$ cat config.mk
export PLATFORM = sky130hd
export DESIGN_NAME = vm2002_change_dispenser_flat
export DESIGN_NICKNAME = d
export VERILOG_FILES = /design/src/rtl/vm2002_change_dispenser_if.sv /design/src/rtl/vm2002_change_dispenser.sv /design/src/flat_wrapper.sv
export SDC_FILE = /design/constraint.sdc
export NUM_CORES = 1
export LEC_CHECK = 0
export CAP_MARGIN = 25
export CORE_MARGIN = 3
export CORE_UTILIZATION = 35
export CTS_CLUSTER_DIAMETER = 30
export DETAILED_ROUTE_END_ITERATION = 10
export HOLD_SLACK_MARGIN = 0.08
export PLACE_DENSITY_LB_ADDON = 0.3
export SLEW_MARGIN = 10
export SYNTH_ARGS = -nofsm -noshare
export SYNTH_HDL_FRONTEND = slang
export SYNTH_SLANG_ARGS = --single-unit
$ cat constraint.sdc
create_clock -name clk -period 6 [get_ports clk]
set_input_delay 1.2 -clock clk [delete_from_list [all_inputs] [get_ports clk]]
set_output_delay 1.2 -clock clk [all_outputs]
set_load 0.05 [all_outputs]
$ cat src/rtl/vm2002_change_dispenser_if.sv
// Change-dispenser bus: payout request, coin hopper handshake, restock and inventory status.
// The master side is the vending FSM plus hopper; the slave side is the dispenser.
interface vm2002_change_dispenser_if #(
    parameter int AMOUNT_W = 8,
    parameter int CNT_W    = 6
);
    logic                change_req;
    logic [AMOUNT_W-1:0] change_amt;
    logic                busy;
    logic [1:0]          coin_out;
    logic                coin_valid;
    logic                coin_ack;
    logic                done;
    logic                short_change;
    logic [AMOUNT_W-1:0] remaining;
    logic                restock;
    logic [1:0]          restock_coin;
    logic [CNT_W-1:0]    restock_qty;
    logic [CNT_W-1:0]    q_cnt;
    logic [CNT_W-1:0]    d_cnt;
    logic [CNT_W-1:0]    n_cnt;
    logic                exact_change_only;

    modport master (
        output change_req, change_amt, coin_ack, restock, restock_coin, restock_qty,
        input  busy, coin_out, coin_valid, done, short_change, remaining,
               q_cnt, d_cnt, n_cnt, exact_change_only
    );

    modport slave (
        input  change_req, change_amt, coin_ack, restock, restock_coin, restock_qty,
        output busy, coin_out, coin_valid, done, short_change, remaining,
               q_cnt, d_cnt, n_cnt, exact_change_only
    );
endinterface

$ cat src/rtl/vm2002_change_dispenser.sv
// Greedy quarter/dime/nickel change payout over a valid/ack hopper handshake,
// with saturating per-coin inventory counters that can be restocked while idle.
module vm2002_change_dispenser #(
    parameter int AMOUNT_W = 8,
    parameter int CNT_W    = 6,
    parameter int INIT_Q   = 20,
    parameter int INIT_D   = 20,
    parameter int INIT_N   = 20
) (
    input  logic                          clk,
    input  logic                          rst_n,
    vm2002_change_dispenser_if.slave      bus
);
    typedef enum logic [1:0] {
        NO_COINS = 2'd0,
        NICKEL   = 2'd1,
        DIME     = 2'd2,
        QUARTER  = 2'd3
    } coins_t;

    typedef enum logic [3:0] {
        S_IDLE    = 4'b0001,
        S_SELECT  = 4'b0010,
        S_PRESENT = 4'b0100,
        S_DONE    = 4'b1000
    } state_t;

    localparam logic [AMOUNT_W-1:0] VAL_Q = AMOUNT_W'(25);
    localparam logic [AMOUNT_W-1:0] VAL_D = AMOUNT_W'(10);
    localparam logic [AMOUNT_W-1:0] VAL_N = AMOUNT_W'(5);

    state_t              r_state, w_state_next;
    logic [AMOUNT_W-1:0] r_rem;
    coins_t              r_coin_out;
    logic                r_coin_valid;
    logic                r_short;
    logic [AMOUNT_W-1:0] r_remaining;
    coins_t              w_pick;
    logic [AMOUNT_W-1:0] w_coin_val;
    logic                w_accept;
    logic                w_take;
    logic                w_restock_en;
    // Inventory indexed by coin code minus one: [0]=nickel, [1]=dime, [2]=quarter.
    logic [2:0][CNT_W-1:0] w_cnt;

    assign w_accept     = (r_state == S_IDLE) && bus.change_req;
    assign w_take       = (r_state == S_PRESENT) && bus.coin_ack;
    assign w_restock_en = (r_state == S_IDLE) && bus.restock;

    always_comb begin
        w_state_next = r_state;
        w_pick       = NO_COINS;
        case (r_state)
            S_IDLE:    if (bus.change_req) w_state_next = S_SELECT;
            S_SELECT: begin
                if (r_rem >= VAL_Q && w_cnt[2] != '0)      w_pick = QUARTER;
                else if (r_rem >= VAL_D && w_cnt[1] != '0) w_pick = DIME;
                else if (r_rem >= VAL_N && w_cnt[0] != '0) w_pick = NICKEL;
                w_state_next = (w_pick == NO_COINS) ? S_DONE : S_PRESENT;
            end
            S_PRESENT: if (bus.coin_ack) w_state_next = S_SELECT;
            S_DONE:    w_state_next = S_IDLE;
            default:   w_state_next = S_IDLE;
        endcase
    end

    always_comb begin
        case (r_coin_out)
            QUARTER: w_coin_val = VAL_Q;
            DIME:    w_coin_val = VAL_D;
            NICKEL:  w_coin_val = VAL_N;
            default: w_coin_val = '0;
        endcase
    end

    always_ff @(posedge clk or negedge rst_n) begin
        if (!rst_n) r_state <= S_IDLE;
        else        r_state <= w_state_next;
    end

    always_ff @(posedge clk or negedge rst_n) begin
        if (!rst_n) begin
            r_rem        <= '0;
            r_coin_out   <= NO_COINS;
            r_coin_valid <= 1'b0;
            r_short      <= 1'b0;
            r_remaining  <= '0;
        end else begin
            if (w_accept) begin
                r_rem       <= bus.change_amt;
                r_short     <= 1'b0;
                r_remaining <= '0;
            end
            if (r_state == S_SELECT) begin
                if (w_pick != NO_COINS) begin
                    r_coin_out   <= w_pick;
                    r_coin_valid <= 1'b1;
                end else begin
                    r_short     <= (r_rem != '0);
                    r_remaining <= r_rem;
                end
            end
            if (w_take) begin
                r_rem        <= r_rem - w_coin_val;
                r_coin_out   <= NO_COINS;
                r_coin_valid <= 1'b0;
            end
        end
    end

    genvar gi;
    generate
        for (gi = 0; gi < 3; gi++) begin : g_cnt
            localparam logic [1:0]       COIN = 2'(gi + 1);
            localparam logic [CNT_W-1:0] INIT = (gi == 0) ? CNT_W'(INIT_N) :
                                                (gi == 1) ? CNT_W'(INIT_D) : CNT_W'(INIT_Q);
            logic [CNT_W-1:0] r_cnt;
            logic [CNT_W:0]   w_sum;

            // One extra bit catches overflow so the count saturates at all-ones.
            assign w_sum    = {1'b0, r_cnt} + {1'b0, bus.restock_qty};
            assign w_cnt[gi] = r_cnt;

            always_ff @(posedge clk or negedge rst_n) begin
                if (!rst_n) begin
                    r_cnt <= INIT;
                end else if (w_restock_en && bus.restock_coin == COIN) begin
                    r_cnt <= w_sum[CNT_W] ? '1 : w_sum[CNT_W-1:0];
                end else if (w_take && r_coin_out == COIN && r_cnt != '0) begin
                    r_cnt <= r_cnt - 1'b1;
                end
            end
        end
    endgenerate

    assign bus.busy              = (r_state != S_IDLE);
    assign bus.done              = (r_state == S_DONE);
    assign bus.coin_out          = r_coin_out;
    assign bus.coin_valid        = r_coin_valid;
    assign bus.short_change      = r_short;
    assign bus.remaining         = r_remaining;
    assign bus.n_cnt             = w_cnt[0];
    assign bus.d_cnt             = w_cnt[1];
    assign bus.q_cnt             = w_cnt[2];
    assign bus.exact_change_only = (w_cnt[0] == '0);
endmodule

$ cat src/flat_wrapper.sv
// flat-port wrapper written by rule: the top's interface ports become plain ports
module vm2002_change_dispenser_flat 
#(
    parameter int AMOUNT_W = 8,
    parameter int CNT_W    = 6,
    parameter int INIT_Q   = 20,
    parameter int INIT_D   = 20,
    parameter int INIT_N   = 20
)
  (clk, rst_n, bus_change_req, bus_change_amt, bus_coin_ack, bus_restock, bus_restock_coin, bus_restock_qty, bus_busy, bus_coin_out, bus_coin_valid, bus_done, bus_short_change, bus_remaining, bus_q_cnt, bus_d_cnt, bus_n_cnt, bus_exact_change_only);
  vm2002_change_dispenser_if #(.AMOUNT_W(AMOUNT_W), .CNT_W(CNT_W)) bus_i ();
  input  logic clk;
  input  logic rst_n;
  input wire logic [$bits(bus_i.change_req)-1:0] bus_change_req;
  input wire logic [$bits(bus_i.change_amt)-1:0] bus_change_amt;
  input wire logic [$bits(bus_i.coin_ack)-1:0] bus_coin_ack;
  input wire logic [$bits(bus_i.restock)-1:0] bus_restock;
  input wire logic [$bits(bus_i.restock_coin)-1:0] bus_restock_coin;
  input wire logic [$bits(bus_i.restock_qty)-1:0] bus_restock_qty;
  output wire logic [$bits(bus_i.busy)-1:0] bus_busy;
  output wire logic [$bits(bus_i.coin_out)-1:0] bus_coin_out;
  output wire logic [$bits(bus_i.coin_valid)-1:0] bus_coin_valid;
  output wire logic [$bits(bus_i.done)-1:0] bus_done;
  output wire logic [$bits(bus_i.short_change)-1:0] bus_short_change;
  output wire logic [$bits(bus_i.remaining)-1:0] bus_remaining;
  output wire logic [$bits(bus_i.q_cnt)-1:0] bus_q_cnt;
  output wire logic [$bits(bus_i.d_cnt)-1:0] bus_d_cnt;
  output wire logic [$bits(bus_i.n_cnt)-1:0] bus_n_cnt;
  output wire logic [$bits(bus_i.exact_change_only)-1:0] bus_exact_change_only;
  assign bus_i.change_req = bus_change_req;
  assign bus_i.change_amt = bus_change_amt;
  assign bus_i.coin_ack = bus_coin_ack;
  assign bus_i.restock = bus_restock;
  assign bus_i.restock_coin = bus_restock_coin;
  assign bus_i.restock_qty = bus_restock_qty;
  assign bus_busy = bus_i.busy;
  assign bus_coin_out = bus_i.coin_out;
  assign bus_coin_valid = bus_i.coin_valid;
  assign bus_done = bus_i.done;
  assign bus_short_change = bus_i.short_change;
  assign bus_remaining = bus_i.remaining;
  assign bus_q_cnt = bus_i.q_cnt;
  assign bus_d_cnt = bus_i.d_cnt;
  assign bus_n_cnt = bus_i.n_cnt;
  assign bus_exact_change_only = bus_i.exact_change_only;
  vm2002_change_dispenser #(.AMOUNT_W(AMOUNT_W), .CNT_W(CNT_W), .INIT_Q(INIT_Q), .INIT_D(INIT_D), .INIT_N(INIT_N)) u_core (.clk(clk), .rst_n(rst_n), .bus(bus_i));
endmodule
==> summary.md, run 1 <==
| Metric | Value |
|---|---|
| CP max stage delay | 820 ps |
| Tot GR Track Use | 16.8% |
| Hold_buf cts | 0 |
| Nets | between 400 and 500 |
| Post-synth EDFFs | 0 |
| Via count | 2930 |
| Num ports | 54 |
| 1st-pass router iterations | 4 |
| First-pass GRT wire length | 14000 um |
| Clk_lat worst skew | around 300 ps |
| Hold Crit Start | u_core.bus.coin_valid |
| Netlist Area Pre-Place | between 0.003 and 0.004 sq mm |
| Die ar. | 0.0103 sq mm |
| WHS Path Cells | 2 |
| Critical path class | reg2out |
| Dpl hpwl | 6450 um |
| Fmax | roughly 250 MHz |
| Met1 usage | 23.2% |
| M3 GR Usage | 2.13% |
| Setup Total Neg Slack | 0 ps |
| Worst endpoint required time | 4800 ps |
| Yosys cell types | 65 |
| Period utilisation layout | 66.4% |
| Global routing usage on met2 | roughly 28% |
| Final Util | 45.1% |
| Crit path max fanout | 6 |
| R2R Path End | u_core.bus.n_cnt[0] |
| RR Startpoint | u_core.r_state[1] |
| Routed Antenna Nets | 0 |
| Min Hold Slack | 489 ps |
| Clk slew on worst S/H paths | 90 ps |
| Post-synthesis sequential area ratio | 33.2% |
| Synth Warn # | 0 |
| Max-Cap Viols | 0 |
| CTS sink cnt | 42 |
| Hold EP | u_core.bus.coin_valid |
| Top cells by area, synth | dfrtp_1 (27%), ha_1 (10%), dfstp_2 (5.8%) |
| Dominant cell type by area after synthesis | dfrtp_1 |
| Starting Density | 36.3% |
| Leakage power | around 1.6 nW |
| Slew headroom | a little under three fifths |
| Largest net degree at the start of global routing | between 40 and 50 |
| DRC Markers | 0 |
| IO buf count | 53 |
| Initial antenna violation count | 0 |
| Max VDD drop | roughly 0.18 mV |
| Die width | 102 um |
| Slowest-stage cell, CP | clkdlybuf4s50_1 |
| Syn avg cell area | approximately 9 sq um |
| Worst-Margin Slew | 638 ps |
| Post_cts resized | 0 |
| Total wire length | about 8300 um |
| Most used cell, CP | inv_1 |
| Iteration-0 DRC Markers | 113 |
| Minimum clock period after layout | 3980 ps |
| Top delay family on crit path | buffers and inverters |
| Final Skew | 9.46 ps |
| Layout overhead on the synthesized area | 24.2% |
| Routability cong. | 0.880 |
| HP Class | reg2reg |
| Final setup violating endpoints | 0 |
| Flop2flop setup slack | roughly 3500 ps |
| Clk buf depth | 2 |
| Crit path from | u_core.bus.n_cnt[1] |
| Clock Tree Root | clkbuf_8 |
| Post-synth top flop | dfrtp_1 |
| Buf/Inv on CP | 3 |
| Vias in the first global route | 2834 |
| Die Y-Extent | 102 um |
| Num rows | 34 |
| Ys async rst share | 100% |
| Reg2Reg Depth | 5 |
| Syn nets | 407 |
| Critical Path Start Type | register |
| Cts bufs inserted | 5 |
| CP Cell Sequence | inv_1 -> ha_1 -> or3b_1 -> or3_4 -> inv_1 -> clkdlybuf4s50_1 |
| Total grt overflow | 0 |
| Status | completed |
| H-tree depth | 2 |
| Via density per instance | around 5.6 |
| # diodes | 0 |
| Count of final max-slew check failures | 0 |
| Post-synth top area share | 27.4% |
| CTS tree | built |
| Busiest grt layer | met2 |
| Postcts setup bufs | 0 |
| # fillers | 859 |
| Share of layout cells above drive strength 1 | roughly 7.5% |
| Syn Inst Count | 356 |
| Worst EP arrival | 2780 ps |
| Synth Register Bits | 42 |
| Final hold viol count | 0 |
| Pwr Density | ~400 mW/mm^2 |
| Drt wl/cell | 16.0 um |
| RSZ-0062 raised after global routing | no |
| Crit. End Element | output port |
| Core Region | 0.00881 sq mm |
## stage by stage
stage,worst slack [ps],cells,area (sq um),total power [mW]
2_1_floorplan,2700,356,3190,1.12
3_3_place_gp,2400,512,3830,1.36
3_5_place_dp,2350,512,3830,1.38
4_1_cts,2010,520,3940,1.62
5_1_grt,1920,522,3970,1.74
6_report,2020,522,3970,1.61
## state kept, by name, summed over array words and instances (netlist names)
signal and cells:
u_core.bus.coin_out 2, u_core.bus.d_cnt 6, u_core.bus.coin_valid 1, u_core.bus.remaining 8, u_core.r_rem 8, u_core.r_state 4, u_core.bus.q_cnt 6, u_core.bus.short_change 1
u_core.bus.n_cnt 6
## tightest hold or removal path, stage by stage (launching register included)
cell and delay, ps:
dfrtp_1 350, nand2_1 50, nand2_1 60
## power breakdown
group	switching, mW	total, mW	internal (mW)	leakage [nW]
sequential	0.131	0.496	0.365	0.485
clock	0.108	0.232	0.124	0.0514
combinational	0.527	0.883	0.356	1.04
total	0.766	1.61	0.845	1.58
## layout by cell type, fill, tap and decap left out, types with 3 or more instances in the layout
cell	instances
clkdlybuf4s50_1	52
nand2_1	41
dfrtp_1	35
inv_1	26
ha_1	26
o21ai_0	25
nor2_1	19
a21oi_1	19
nand2b_1	11
nor3_1	8
o21ai_1	8
a22o_1	8
nor2b_1	7
nand3_1	7
a21o_1	7
dfstp_2	7
o211ai_1	6
and2_1	5
xnor2_1	5
xor2_1	5
clkbuf_8	5
a22oi_1	4
or4_1	4
o31ai_1	4
o22ai_1	4
fa_1	4
nand3b_1	3
o21a_1	3
a32oi_1	3
## final cells by class
cell class / instances / area [sq um] / area share [%]
Multi-Input combinational cell: 282 / 2010 / 50.5
Sequential cell: 42 / 1060 / 26.7
Timing Repair Buffer: 55 / 557 / 14.0
Tap cell: 108 / 135 / 3.40
Clock buffer: 6 / 72.6 / 1.83
Clock inverter: 2 / 37.5 / 0.946
Inverter: 27 / 101 / 2.55
## routing by layer
layer | part of all wire, % | vias up
li1 | - | 1429
met1 | 48 | 1437
met2 | 48 | 58
met3 | 2.8 | 6
met4 | 1.0 | 0
met5 | 0 | -
## synthesized netlist by cell type, drive strengths merged (3+ instances only)
master   instances
nand2           41
dfrtp           35
o21ai           33
inv             27
ha              26
a21oi           19
nor2            19
nand2b          11
a22o             8
nor3             8
a21o             7
dfstp            7
nand3            7
nor2b            7
o211ai           6
and2             5
xnor2            5
xor2             5
a2111oi          4
a22oi            4
fa               4
nor4b            4
o22ai            4
o31ai            4
or4              4
a32oi            3
clkbuf           3
nand3b           3
o21a             3
or3              3
or4b             3
## kinds of logic (layout without fill, tap and decap cells)
group | after synthesis | in the layout | share of synthesized area, %
adder cells (fa/ha/maj) | 30 | 30 | 12.7
flip-flops | 42 | 42 | 33.2
multiplexers | 2 | 2 | 0.666
AND/OR/NAND/NOR | 126 | 126 | 21.9
AO/OA/AOI/OAI | 114 | 114 | 24.8
XOR/XNOR | 10 | 10 | 2.74
buffers and inverters | 32 | 90 | 4.03
## worst max-delay path by stage
stage / endpoint / slack (ps) / depth (start not counted)
6_report: bus_exact_change_only / 2020 / 6
5_1_grt: bus_exact_change_only / 1920 / 6
3_3_place_gp: bus_exact_change_only / 2400 / 6
2_1_floorplan: bus_done / 2700 / 1
4_1_cts: bus_exact_change_only / 2010 / 6
3_5_place_dp: bus_exact_change_only / 2350 / 6
Power figures use the tool's default switching activity.
==> run 2: changes to the inputs <==
==> constraint.sdc (replaced) <==
create_clock -name clk -period 3.54 [get_ports clk]
set_input_delay 0.708 -clock clk [delete_from_list [all_inputs] [get_ports clk]]
set_output_delay 0.708 -clock clk [all_outputs]
set_load 0.05 [all_outputs]
==> run 2 against run 1 <==
Net effect: clock-buffer cell count unchanged; final cell count rose by 0.19%; register-to-register slack worse by 2500 ps; hold slack got worse by 120 ps; global-route usage up 0.39 points; critical path depth is the same; sequential power is 70% higher; critical path type unchanged; largest cell class unchanged; highest routed layer unchanged.
==> summary.md, run 2 (same netlist as run 1, synthesis figures left out) <==
| Metric | Value |
|---|---|
| Top delay family on crit path | simple AND/OR/NAND/NOR gates |
| DP Area | 0.00384 sq mm (+0.33%) |
| Total grt overflow | 0 (unchanged) |
| Buf/Inv on CP | 3 (unchanged) |
| Crit path max fanout | 6 (unchanged) |
| Drt wl/cell | 16.1 um (+0.68%) |
| Clk buf depth | 2 (unchanged) |
| RSZ-0062 raised after global routing | no |
| Routed Antenna Nets | 0 (unchanged) |
| # diodes | 0 (unchanged) |
| IO buf count | 53 (unchanged) |
| Critical path class | reg2out |
| 1st-pass router iterations | 4 (unchanged) |
| Finished Layout Cells | 523 (+0.19%) |
| Final setup violating endpoints | 0 (unchanged) |
| Nets | 465 (+0.22%) |
| Final instance area | 0.00398 sq mm (+0.22%) |
| Most used cell, CP | inv_1 |
| Tot GR Track Use | 17.2% (+0.39 points) |
| Worst-Margin Slew | 638 ps (+0.360 ps) |
| Core Region | 0.00881 sq mm (unchanged) |
| Postcts setup bufs | 0 (unchanged) |
| Post_cts resized | 0 (unchanged) |
| Pwr Density | 690 mW/mm^2 (+70%) |
| Starting Density | 36.3% (unchanged) |
| Count of final max-slew check failures | 0 (unchanged) |
| Total power | 2.74 mW (+70%) |
| Die ar. | 0.0103 sq mm (unchanged) |
| First-pass GRT wire length | 14400 um (+3.1%) |
| CTS sink cnt | 42 (unchanged) |
| Slew headroom | 57.3% (about the same) |
| Minimum clock period after layout | 2930 ps |
| Clk_lat worst skew | 300 ps (about the same) |
| Worst endpoint required time | 2830 ps (-1970 ps) |
| Worst EP arrival | 2220 ps (-560 ps) |
| Period utilisation layout | 82.8% |
| Routability cong. | 0.854 (-3.0%) |
| Via density per instance | 5.58 (-0.53%) |
| Clk slew on worst S/H paths | 90 ps (about the same) |
| Leakage power | 1.59 nW (+0.64%) |
| HP Class | in2async |
| Final hold viol count | 0 (unchanged) |
| Die Y-Extent | 102 um (unchanged) |
| Fmax | ~340 MHz |
| Vias in the first global route | 2972 (+4.9%) |
| Initial antenna violation count | 0 (unchanged) |
| Hold_buf cts | 0 (unchanged) |
| Setup Total Neg Slack | 0 ps (unchanged) |
| Status | completed |
| Clock Tree Root | clkbuf_8 |
| CTS tree | built |
| Die width | 102 um (unchanged) |
| Final Skew | 11.2 ps (+1.77 ps) |
| # fillers | 853 (-0.70%) |
| Total wire length | 8420 um (+0.87%) |
| Num rows | 34 (unchanged) |
| H-tree depth | 2 (unchanged) |
| Max-Cap Viols | 0 (unchanged) |
| Via count | 2920 (-0.34%) |
| Most common cell after layout, fill and taps aside | clkdlybuf4s50_1 |
| Critical Path Start Type | register |
| Iteration-0 DRC Markers | 122 (+8.0%) |
| Cts bufs inserted | 5 (unchanged) |
| DRC Markers | 0 (unchanged) |
| Min Hold Slack | 367 ps (-122 ps) |
| Largest net degree at the start of global routing | 43 (unchanged) |
| Layout overhead on the synthesized area | 24.5% |
| Most frequent cells in the layout | clkdlybuf4s50_1 (51), nand2_1 (41), dfrtp_1 (35), inv_1 (26), ha_1 (26) |
| CP Cell Sequence | inv_1 -> ha_1 -> or3b_1 -> or3_4 -> inv_1 -> buf_4 |
| Share of layout cells above drive strength 1 | 7.95% (+0.46 points) |
| CP max stage delay | 450 ps (-370 ps) |
| Crit. End Element | output port |
| Dpl hpwl | 6600 um (+2.3%) |
| Max VDD drop | 0.278 mV (+51%) |
| Num ports | 54 (unchanged) |
| Cell count after placement | 514 (+0.39%) |
| Slowest-stage cell, CP | dfrtp_1 |
run 2: changes by cell type in the layout (fill, tap and decap cells not counted), sizes merged:
cell / previous run / this run
clkdlybuf4s50: 52 / 51
buf: 3 / 5
run 2: final cells by class:
class / instances / area [sq um] / area share [%]
Clock inverter: 2 / 37.5 / 0.944
Inverter: 27 / 101 / 2.55
Clock buffer: 6 / 72.6 / 1.82
Timing Repair Buffer: 56 / 566 / 14.2
Sequential cell: 42 / 1060 / 26.6
Tap cell: 108 / 135 / 3.40
Multi-Input combinational cell: 282 / 2010 / 50.4
run 2: where the power goes:
group | total [mW] | switching (mW) | leakage, nW | internal [mW]
registers | 0.845 | 0.227 | 0.485 | 0.618
logic | 1.50 | 0.897 | 1.05 | 0.606
clock network | 0.394 | 0.184 | 0.0514 | 0.211
run 2: worst paths after layout:
kind                                  startpoint                       to  slack [ps]  cells past startpoint
min reg2reg                u_core.bus.coin_valid    u_core.bus.coin_valid         500                      2
max                          u_core.bus.n_cnt[1]    bus_exact_change_only         610                      6
min                                        rst_n  u_core.bus.remaining[5]         370                      1
min in group clk           u_core.bus.coin_valid    u_core.bus.coin_valid         500                      2
max in group asynchronous                  rst_n      u_core.bus.n_cnt[2]        2580                      2
max reg2reg                    u_core.r_state[0]      u_core.bus.n_cnt[4]         950                      5
run 2: routing by layer:
layer	global-route usage [%]	part of all wire (%)	up-vias
li1	-	-	1436
met1	22.7	47	1420
met2	29.4	49	58
met3	2.75	2.9	6
met4	4.50	0.78	0
met5	0	0	-
run 2: through the flow:
| step | setup slack (ps) | util [%] |
|---|---|---|
| global route | 483 | 45.2 |
| CTS | 586 | 44.9 |
| global placement | 566 | 43.6 |
| floorplan | 729 | - |
| finish | 608 | 45.2 |
| detailed placement | 437 | 43.6 |
==> run 3: changes to the inputs <==
==> constraint.sdc (replaced) <==
create_clock -name clk -period 2.8 [get_ports clk]
set_input_delay 0.56 -clock clk [delete_from_list [all_inputs] [get_ports clk]]
set_output_delay 0.56 -clock clk [all_outputs]
set_load 0.05 [all_outputs]
==> run 3 against run 2 <==
Net effect: combinational power is 29% higher; sequential cell count stayed put; non-clock buffer count is 9 higher; clock-buffer cell count is 1 lower; register-to-register slack worse by 610 ps; first-iteration DRC count is 44% higher; clock power is 6.9% higher; critical path depth stayed put; utilization is 0.51 points higher; hold slack worse by 150 ps; sequential share of layout area is 0.27 points lower; highest routed layer unchanged.
==> summary.md, run 3 (same netlist as run 1, synthesis figures left out) <==
| Metric | Value |
|---|---|
| Status | completed |
| Final hold viol count | 0 (unchanged) |
| Nets | 474 (+1.9%) |
| Crit path max fanout | 6 (unchanged) |
| Total wire length | 8560 um (+1.6%) |
| Num rows | 34 (unchanged) |
| Iteration-0 DRC Markers | 176 (+44%) |
| Pwr Density | 851 mW/mm^2 (+23%) |
| CTS tree | built |
| Slew headroom | 55.6% (-1.8 points) |
| Most frequent cells in the layout | clkdlybuf4s50_1 (51), nand2_1 (41), dfrtp_1 (34), ha_1 (26) |
| Period utilisation layout | 95.4% |
| Routed Antenna Nets | 0 (unchanged) |
| Hold_buf cts | 0 (unchanged) |
| Largest net degree at the start of global routing | 25 (-42%) |
| Initial antenna violation count | 0 (unchanged) |
| Internal | 1.75 mW (+22%) |
| Share of layout cells above drive strength 1 | 10.6% (+2.7 points) |
| Tot GR Track Use | 17.4% (+0.22 points) |
| Clk slew on worst S/H paths | 90 ps (about the same) |
| Final setup violating endpoints | 0 (unchanged) |
| Critical path class | reg2out |
| Max VDD drop | 0.336 mV (+21%) |
| Total grt overflow | 0 (unchanged) |
| Met1 usage | 24.8% (+2.1 points) |
| Most common cell after layout, fill and taps aside | clkdlybuf4s50_1 |
| Leakage power | 1.60 nW (+1.2%) |
| Via density per instance | 5.51 (-1.3%) |
| H-tree depth | 2 (unchanged) |
| Dpl hpwl | 6650 um (+0.77%) |
| Layout overhead on the synthesized area | 25.9% |
| Setup Total Neg Slack | 0 ps (unchanged) |
| Max-Cap Viols | 0 (unchanged) |
| Crit path setup slack, layout | 129 ps (-479 ps) |
| Final Util | 45.7% (+0.51 points) |
| Die ar. | 0.0103 sq mm (unchanged) |
| IO buf count | 53 (unchanged) |
| 1st-pass router iterations | 4 (unchanged) |
| M3 GR Usage | 2.27% (-0.48 points) |
| Seq pwr share | 31.0% (+0.2 points) |
| Dpl ws | 8.16 ps (-429 ps) |
| Die Y-Extent | 102 um (unchanged) |
| Final Skew | 5.60 ps (-5.63 ps) |
| Count of final max-slew check failures | 0 (unchanged) |
| Clk buf depth | 2 (unchanged) |
| Total power | 3.42 mW (+25%) |
| Die width | 102 um (unchanged) |
| Sw frac | 49.0% (+1.3 points) |
| Clock Tree Root | clkbuf_8 |
| Cts bufs inserted | 5 (unchanged) |
| Clk_lat worst skew | 300 ps (about the same) |
| Critical Path Start Type | register |
| Core Region | 0.00881 sq mm (unchanged) |
| Psw | 1.68 mW (+28%) |
| Power share of the clock group | 12.3% (-2.1 points) |
| First-pass GRT wire length | 14500 um (+0.86%) |
| DRC Markers | 0 (unchanged) |
| Busiest grt layer | met2 |
| Routability cong. | 0.891 (+4.3%) |
| Drt wl/cell | 16.1 um (about the same) |
| DP Area | 0.00393 sq mm (+2.3%) |
| Minimum clock period after layout | approximately 2700 ps |
| Global routing usage on met2 | 27.7% (-1.8 points) |
| Via count | 2933 (+0.45%) |
| Final instance area | 0.00402 sq mm (+1.1%) |
| HP Class | in2async |
| Worst endpoint required time | 2240 ps (-590 ps) |
| Worst-Margin Slew | 665 ps (+26.5 ps) |
| Starting Density | 36.3% (unchanged) |
| Crit. End Element | output port |
| Gate power share | 56.7% (+1.9 points) |
| Num ports | 54 (unchanged) |
| Vias in the first global route | 2943 (-0.98%) |
| RSZ-0062 raised after global routing | no |
| Worst EP arrival | 2110 ps (-110 ps) |
| CTS sink cnt | 42 (unchanged) |
| # diodes | 0 (unchanged) |
| Fmax | approximately 370 MHz |
==> run 3: area by class of cell <==
class | count | area, sq um
clock inverters | 3 | 21.3
multi-input cells | 282 | 2010
inverters | 27 | 105
repair buffers | 65 | 626
fillers | 860 | 4780
well taps | 108 | 135
flip-flops and latches | 42 | 1060
clock buffers | 5 | 68.8
==> run 3: timing repair <==
item / CTS / global route
gates resized for setup: 0 / 2
setup buffers: 0 / 0
endpoints found under the setup margin: 0 / 1
==> run 3: metal layers <==
layer / part of all wire (%) / routed length, um
met2: 48 / 4130
met1: 47 / 4010
met5: 0 / 0
met4: 1.3 / 114
met3: 3.6 / 308
==> run 3: per-stage QoR <==
stage / instances / hold WS (ps)
after global placement: 524 / 480
after global routing: 532 / 233
after detailed placement: 524 / 483
after CTS: 532 / 223
after floorplan: 356 / 264
final: 532 / 213
==> run 3: final timing paths <==
path,end,cells after the start,from,slack [ps]
hold / removal,u_core.r_state[3],2,rst_n,210
setup / recovery,bus_exact_change_only,6,u_core.bus.n_cnt[1],130
min in group clk,u_core.bus.coin_valid,2,u_core.bus.coin_valid,510
hold reg to reg,u_core.bus.coin_valid,2,u_core.bus.coin_valid,510
setup reg to reg,u_core.r_state[2],7,u_core.bus.q_cnt[0],340
max in group asynchronous,u_core.bus.q_cnt[2],2,rst_n,2230
==> run 3: critical path: stages, from the launching register on <==
cell	delay, ps
dfrtp_2	450
inv_1	110
ha_1	180
or3b_1	400
or3_4	390
clkinvlp_4	130
buf_12	140
==> run 3: power by group through the flow <==
stage	Sequential, mW	Combinational (mW)	Clock [mW]
floorplan	1.31	1.09	0
global placement	1.06	1.90	0
detailed placement	1.06	1.92	0
CTS	1.05	1.95	0.429
global route	1.09	2.14	0.445
finish	1.06	1.94	0.421
